## src/rtl/mem_req_arb_mux_pkg.sv

```systemverilog
// Shared types for the memory request arbiter/mux.
package mem_arb_pkg;

   // How the next winner is chosen among valid channels.
   typedef enum logic {
      ARB_FIXED = 1'b0,   // lowest valid index always wins
      ARB_RR    = 1'b1    // rotating start pointer, one past the last winner
   } arb_mode_e;

   // Occupancy of the single-entry output register.
   typedef enum logic {
      EMPTY = 1'b0,
      FULL  = 1'b1
   } out_state_e;

endpackage

```

## src/rtl/mem_req_arb_mux_rr_pick.sv

```systemverilog
// Combinational rotating picker: first set bit of req at or after start,
// wrapping from N-1 back to 0. Returns a one-hot grant and its index.
module rr_pick #(
   parameter int N  = 2,
   parameter int CW = 1
) (
   input  logic [N-1:0]  req,
   input  logic [CW-1:0] start,
   output logic [N-1:0]  gnt,
   output logic [CW-1:0] idx,
   output logic          any
);

   int k;

   // Walk the channels in priority order starting at 'start'; first hit wins.
   always_comb begin
      gnt = '0;
      idx = '0;
      any = 1'b0;
      k   = 0;
      for (int i = 0; i < N; i++) begin
         // start is always < N, so one subtraction gives the modulo-N wrap
         k = int'(start) + i;
         if (k >= N) begin
            k = k - N;
         end
         if (!any && req[k]) begin
            gnt[k] = 1'b1;
            idx    = CW'(k);
            any    = 1'b1;
         end
      end
   end

endmodule

```

## src/rtl/mem_req_arb_mux.sv

```systemverilog
// N-channel registered request mux in front of a single memory port.
// Picks one valid channel (fixed priority or round-robin), captures its
// address into a one-entry output register and holds it until memory accepts.
module mem_req_arb_mux
   import mem_arb_pkg::*;
#(
   parameter  int        WIDTH    = 64,
   parameter  int        NUM_CH   = 2,
   parameter  arb_mode_e ARB_MODE = ARB_RR,
   localparam int        CH_W     = (NUM_CH > 1) ? $clog2(NUM_CH) : 1
) (
   input  logic                    i_clk,
   input  logic                    i_rst,
   input  logic [NUM_CH-1:0]       i_req_valid,
   input  logic [NUM_CH*WIDTH-1:0] i_req_addr,
   output logic [NUM_CH-1:0]       o_req_ready,
   output logic                    o_mem_valid,
   output logic [WIDTH-1:0]        o_mem_addr,
   output logic [CH_W-1:0]         o_mem_ch,
   input  logic                    i_mem_ready
);

   logic [WIDTH-1:0]  addr_arr [NUM_CH];

   out_state_e        state_reg;
   out_state_e        state_next;
   logic [WIDTH-1:0]  addr_reg;
   logic [CH_W-1:0]   ch_reg;
   logic [CH_W-1:0]   ptr_reg;
   logic [CH_W-1:0]   ptr_next;

   logic [CH_W-1:0]   pick_start;
   logic [NUM_CH-1:0] pick_gnt;
   logic [CH_W-1:0]   pick_idx;
   logic              pick_any;
   logic              can_load;
   logic              grant;

   // Unpack the flat address bus into one word per channel.
   generate
      for (genvar gi = 0; gi < NUM_CH; gi++) begin : g_addr_unpack
         assign addr_arr[gi] = i_req_addr[gi*WIDTH +: WIDTH];
      end
   endgenerate

   // Fixed priority is just the rotating search pinned to start at channel 0.
   assign pick_start = (ARB_MODE == ARB_RR) ? ptr_reg : '0;

   rr_pick #(
      .N  (NUM_CH),
      .CW (CH_W)
   ) u_pick (
      .req   (i_req_valid),
      .start (pick_start),
      .gnt   (pick_gnt),
      .idx   (pick_idx),
      .any   (pick_any)
   );

   // The register may take a new entry when empty or when its current entry
   // leaves this cycle. Ready is derived from valid, never the other way round.
   assign can_load    = (state_reg == EMPTY) || i_mem_ready;
   assign grant       = can_load && pick_any && !i_rst;
   assign o_req_ready = grant ? pick_gnt : '0;

   assign o_mem_valid = (state_reg == FULL);
   assign o_mem_addr  = addr_reg;
   assign o_mem_ch    = ch_reg;

   // Output-register occupancy: fill on grant, drain on accept without refill.
   always_comb begin
      state_next = state_reg;
      case (state_reg)
         EMPTY: begin
            if (grant) begin
               state_next = FULL;
            end
         end
         FULL: begin
            if (i_mem_ready && !grant) begin
               state_next = EMPTY;
            end
         end
         default: state_next = EMPTY;
      endcase
   end

   // Round-robin pointer moves one past the winner, wrapping modulo NUM_CH.
   always_comb begin
      ptr_next = ptr_reg;
      if (grant) begin
         if (pick_idx == CH_W'(NUM_CH - 1)) begin
            ptr_next = '0;
         end else begin
            ptr_next = pick_idx + 1'b1;
         end
      end
   end

   // State, pointer and captured request; reset drops any held entry.
   always_ff @(posedge i_clk) begin
      if (i_rst) begin
         state_reg <= EMPTY;
         addr_reg  <= '0;
         ch_reg    <= '0;
         ptr_reg   <= '0;
      end else begin
         state_reg <= state_next;
         ptr_reg   <= ptr_next;
         if (grant) begin
            addr_reg <= addr_arr[pick_idx];
            ch_reg   <= pick_idx;
         end
      end
   end

endmodule

```

## config.mk

```make
export PLATFORM = sky130hd
export DESIGN_NAME = mem_req_arb_mux
export DESIGN_NICKNAME = d
export VERILOG_FILES = /design/src/rtl/mem_req_arb_mux_pkg.sv /design/src/rtl/mem_req_arb_mux_rr_pick.sv /design/src/rtl/mem_req_arb_mux.sv
export SDC_FILE = /design/constraint.sdc
export NUM_CORES = 1
export LEC_CHECK = 0
export CAP_MARGIN = 30
export CORE_ASPECT_RATIO = 1.1
export CORE_MARGIN = 8
export CORE_UTILIZATION = 34
export CTS_BUF_LIST = sky130_fd_sc_hd__clkbuf_8 sky130_fd_sc_hd__clkbuf_16
export CTS_CLUSTER_SIZE = 8
export DETAILED_ROUTE_END_ITERATION = 10
export PLACE_DENSITY = 0.79
export SKIP_LAST_GASP = 1
export SLEW_MARGIN = 5
export SYNTH_ARGS = -nofsm -noshare
export SYNTH_HDL_FRONTEND = slang
export SYNTH_HIERARCHICAL = 1
export SYNTH_SLANG_ARGS = --single-unit
```

## constraint.sdc

```tcl
create_clock -name i_clk -period 1.6 [get_ports i_clk]
set_input_delay 0.32 -clock i_clk [delete_from_list [all_inputs] [get_ports i_clk]]
set_output_delay 0.32 -clock i_clk [all_outputs]
set_load 0.05 [all_outputs]
```

## Word level (Yosys, flattened, before mapping)

Index checks and enable logic that the tools add are counted.

| word-level totals | value |
|---|---|
| bits in registers | 67 |
| latch bits | 0 |
| RAM bits | 0 |
| bits in read-only memories | 0 |
| input bits | 133 |
| output and inout port bits | 68 |
| logic and storage cells | 54 |
| memories kept | 0 |

| cells by class | value |
|---|---|
| add/subtract/negate cells | 4 |
| multiply operators | 0 |
| divide/modulo/power cells | 0 |
| magnitude comparators | 7 |
| eq/ne operators | 0 |
| shift-type cells | 0 |
| muxes and demuxes | 26 |
| bitwise gates (word level) | 3 |
| reductions and logical operators | 10 |

Operators by type and width:

| cell | number |
|---|---|
| $mux 64 | 3 |
| $ge 32x1->1 const B | 2 |
| $lt 32x3->1 const B | 2 |
| $mux 32 | 2 |
| $ge 32x3->1 const B | 1 |
| $sub 32x3->32 const B | 1 |
| $mux 1 | 15 |
| $logic_and 1x1->1 | 6 |
| $mux 2 | 3 |
| $logic_not 1->1 | 3 |
| $sub 1x2->3 const B | 1 |
| $add 1x1->2 const B | 1 |
| $demux 1 s1 | 2 |
| $ge 1x2->1 const B | 1 |
| $ge 2x2->1 const B | 1 |
| $not 1->2 | 1 |
| $or 2x2->2 | 1 |
| $pmux 1 s2 | 1 |
| $add 1x1->1 const B | 1 |
| $logic_or 1x1->1 | 1 |
| $not 1->1 | 1 |

## Longest topological paths before layout

| depth | value |
|---|---|
| word-level depth | 15 |
| mapped depth | 7 |
| depth with buffers taken out | 4 |

## Cells and area by module

The synthesis kept the hierarchy.

By module, submodules not included:

| module | instances | cells each | area each (um^2) | sequential area each (um^2) |
|---|---|---|---|---|
| mem_req_arb_mux | 1 | 309 | 3,338.2 | 1,341.3 |
| rr_pick | 1 | 5 | 32.5 | 0.0 |

## Worst setup path after synthesis

OpenSTA, ideal clock, no wires.

| path | value |
|---|---|
| path type | flip-flop to output port |
| start | reg state_reg, in the netlist o_mem_valid |
| end | out o_req_ready[0] |
| arrival | 1,503 ps |
| data required time | 1,280 ps |
| path slack | -223 ps |
| stages on the path, launching flop included | 5 |
| buffers on the path | 2 |
| cells stage by stage | dfxtp_1 nand2b_1 buf_2 clkbuf_1 and3_1 |

| on the way | value |
|---|---|
| word-level cells in the longest chain between the ends | 5 |

Ends and longest elaborated chain:

| what | RTL line | text |
|---|---|---|
| start: declaration | mem_req_arb_mux.sv:25 | `out_state_e state_reg;` |
| start signal: assignment | mem_req_arb_mux.sv:108 | `state_reg <= state_next;` |
| $not 1->1 | mem_req_arb_mux.sv:62 | `assign can_load = (state_reg == EMPTY) \|\| i_mem_ready;` |
| $logic_or 1x1->1 | mem_req_arb_mux.sv:62 |  |
| $logic_and 1x1->1 (2 in series) | mem_req_arb_mux.sv:63 | `assign grant = can_load && pick_any && !i_rst;` |
| $mux 2 | mem_req_arb_mux.sv:64 | `assign o_req_ready = grant ? pick_gnt : '0;` |
| end: declaration | mem_req_arb_mux.sv:16 | `output logic [NUM_CH-1:0] o_req_ready,` |

No other way between the ends.

## Worst setup path after layout

| path | value |
|---|---|
| start | in i_req_valid[0] |
| end | out o_req_ready[1] |

| on the way | value |
|---|---|
| word-level cells in the longest chain between the ends | 10 |
| elaborated cells on any way between the ends | 16 |
| those cells by class | mux (11); bitwise (1); reduce/logical (4) |

Ends and longest elaborated chain:

| what | RTL line | text |
|---|---|---|
| start: declaration | mem_req_arb_mux.sv:14 | `input logic [NUM_CH-1:0] i_req_valid,` |
| $mux 1 (implied by the code) (3 in series) | mem_req_arb_mux_rr_pick.sv:28 | `if (!any && req[k]) begin` |
| $mux 1 | mem_req_arb_mux_rr_pick.sv:28 |  |
| $logic_not 1->1 | mem_req_arb_mux_rr_pick.sv:28 |  |
| $logic_and 1x1->1 | mem_req_arb_mux_rr_pick.sv:28 |  |
| $mux 1 * | mem_req_arb_mux_rr_pick.sv:28 |  |
| named net pick_any | mem_req_arb_mux.sv:35 | `logic pick_any;` |
| $logic_and 1x1->1 * (2 in series) | mem_req_arb_mux.sv:63 |  |
| $mux 2 * | mem_req_arb_mux.sv:64 |  |

The timed path passes the listed nets; every way through them passes the cells marked *. The select of a mux whose other input is x is not followed.

==> impl_metrics.tcl <==
set metrics [dict create \
    outcome "complete, no violations" \
    cp_data_arrival_time_ps 1260 \
    fmax_mhz 634.8 \
    worst_pin_slew_ps 444.5 \
    yosys_warnings 6 \
    synthTopCellsByArea "dfxtp_1, mux2i_1, a211oi_2" \
    fin_util_pct 57.48 \
    ios 201 \
    area_growth_syn_to_layout_pct 66.22 \
    nets 641 \
    synth_top_area_cell "dfxtp_1" \
    synth_top_area_share_pct 39.79 \
    wl_mm 11.44 \
    synth_edf_count 0 \
    drv_cap 0 \
    first_global_vias 3474 \
    drc_errors 0 \
    rows 38 \
    reg2reg_depth 5 \
    hold_end "o_mem_addr[55]" \
    dr.pass1.iters 4 \
    die_x_um 110.9 \
    layout_min_cycle_time_ps 1575 \
    cts-buffers-inserted 9 \
    leakage_nw 2.189 \
    total_power_mw 4.852 \
    syn_nets 447 \
    reg2reg_from "pick_start" \
    synth_seq_area_share_pct 39.79 \
    min_path_cells 2 \
    hpwlAfterDp_mm 8.799 \
    core_um2 9747 \
    cts_tree "done" \
    power-per-cell-area_nw_per_um2 866.0 \
    cts_sinks 67 \
    async_flop_share_pct 0 \
    grt_usage_pct 16.35 \
    place_congestion 0.7337 \
    cts_root_buf "clkbuf_8" \
    ys_top_cells_by_count "a21oi_1, dfxtp_1, mux2i_1, a211oi_2, a211oi_1" \
    cts.htree.levels 3 \
    antenna_found_initial 0 \
    syn-cell-area_um2 3371 \
    cp_max_fo 4 \
    endpoint_kind "output pin" \
    ir_drop_uv 411.8 \
    setup_viol_count_final 0 \
    crit_type "in2out" \
    ys_seq_elements 67 \
    synth.distinct_cells 20 \
    fin_crit_sh_pct 98.45 \
    cp-start-kind "input port" \
    drt_iter0_markers 105 \
    grt_max_degree 68 \
    seq_area_um2 1343 \
    r2r_end "o_mem_addr[16]" \
    clockBufferDepth 2 \
    wire_per_inst_um 18.09 \
    place_ws_ps -371.8 \
    drtAntennaViolNets 0 \
    overflow 0 \
    die_h_um 120.4 \
    synth-main-ff-cell "dfxtp_1" \
    synth_area_per_cell_um2 10.73 \
    vias 3223 \
    multi_input_area_um2 1832 \
    min_path_type "reg2reg" \
    hold_ws_ps 525.3 \
    clkLatencyLatePin_ps 320 \
    drive_above_1_share_pct 31.64 \
    finalHoldViolations 0 \
    fill_cells 846 \
    grt_pass1_wl_mm 18.02 \
    max_slew_margin_pct 70.37 \
    maxSlewViolCount 0 \
    setup_slack_ps 24.73 \
    num_antenna_cells 0 \
    start_util_pct 34.58 \
    hold_start "o_mem_addr[55]" \
    postSynthCellCount 314 \
    clk_pin_slew_ps 70 \
    reg2reg_slack_ps 200 \
    die_area_um2 13360 \
    vias_per_cell 5.100 \
    worstPathRequired_ps 1280 \
    fin_skew_ps 7.882 \
    ctsHoldBuffers 0 \
    io_buffer_count 200 \
]
## cell usage in the layout, fill, tap and decap left out, types with 2 or more instances in the layout
master	n
a21oi_1	67
clkinv_2	3
a211oi_2	50
mux2i_1	64
dfxtp_1	66
a211oi_1	15
buf_4	80
clkbuf_8	10
clkdlybuf4s50_1	129
inv_1	3
buf_12	10
and3_4	2
## worst max-delay path by stage
stage / depth (start not counted) / slack [ps] / end / from
after global placement: 6 / -300 / o_mem_addr[10] / i_req_valid[1]
after floorplan: 6 / -6 / o_req_ready[0] / i_req_valid[1]
after global routing: 5 / -1 / o_req_ready[1] / i_req_valid[0]
final: 5 / 20 / o_req_ready[1] / i_req_valid[0]
after detailed placement: 6 / -370 / o_mem_addr[53] / i_req_valid[1]
after CTS: 5 / 9 / o_req_ready[1] / i_req_valid[1]
## critical path: stages
cell	delay [ps]
dlygate4sd2_1	230
or2_1	230
nor2b_4	140
and3_4	180
buf_12	140
## cells by family after synthesis
kind of cell / after synthesis / share of synthesized area [%]
AO/OA/AOI/OAI: 136 / 32.81
flip-flops: 67 / 39.79
AND/OR/NAND/NOR: 7 / 1.337
buffers and inverters: 40 / 7.053
multiplexers: 64 / 19.01
## what timing repair did
action	CTS	global route
gates resized for setup	6	3
gates cloned	0	0
endpoints found under the setup margin	6	2
pin swaps	1	1
setup buffers	4	1
## area by class of cell
class,instances,share of cell area [%]
multi-input cells,207,32.69
well taps,120,2.680
clock buffers,10,2.456
repair buffers,221,37.67
clock inverters,5,0.4020
flip-flops and latches,67,23.96
inverters,2,0.1340
## layer usage
layer | share of wire [%] | GRT usage, % | wire (um)
met2 | 51 | 28.45 | 5790
met3 | 7.5 | 5.745 | 863
met1 | 40 | 17.86 | 4534
met4 | 2.2 | 6.424 | 248
met5 | 0 | 0 | 0
## where the power goes
group | internal (mW) | leakage, nW | switching (mW)
clock network | 0.577 | 0.0943 | 0.596
registers | 1.81 | 0.555 | 0.0817
logic | 0.784 | 1.54 | 1.00
total | 3.17 | 2.19 | 1.68
## metrics by stage
step | TNS (ps) | instances | instance area [um^2]
finish | 0 | 632 | 5603
global route | -1.449 | 632 | 5603
CTS | 0 | 631 | 5590
detailed placement | -21270 | 612 | 5396
global placement | -18410 | 612 | 5396
floorplan | -12.78 | 314 | 3390
## registers in the layout (all words and copies together), names as in the netlist
name         count
o_mem_addr      64
o_mem_ch         1
o_mem_valid      1
pick_start       1
(Power assumes the default switching activity.)
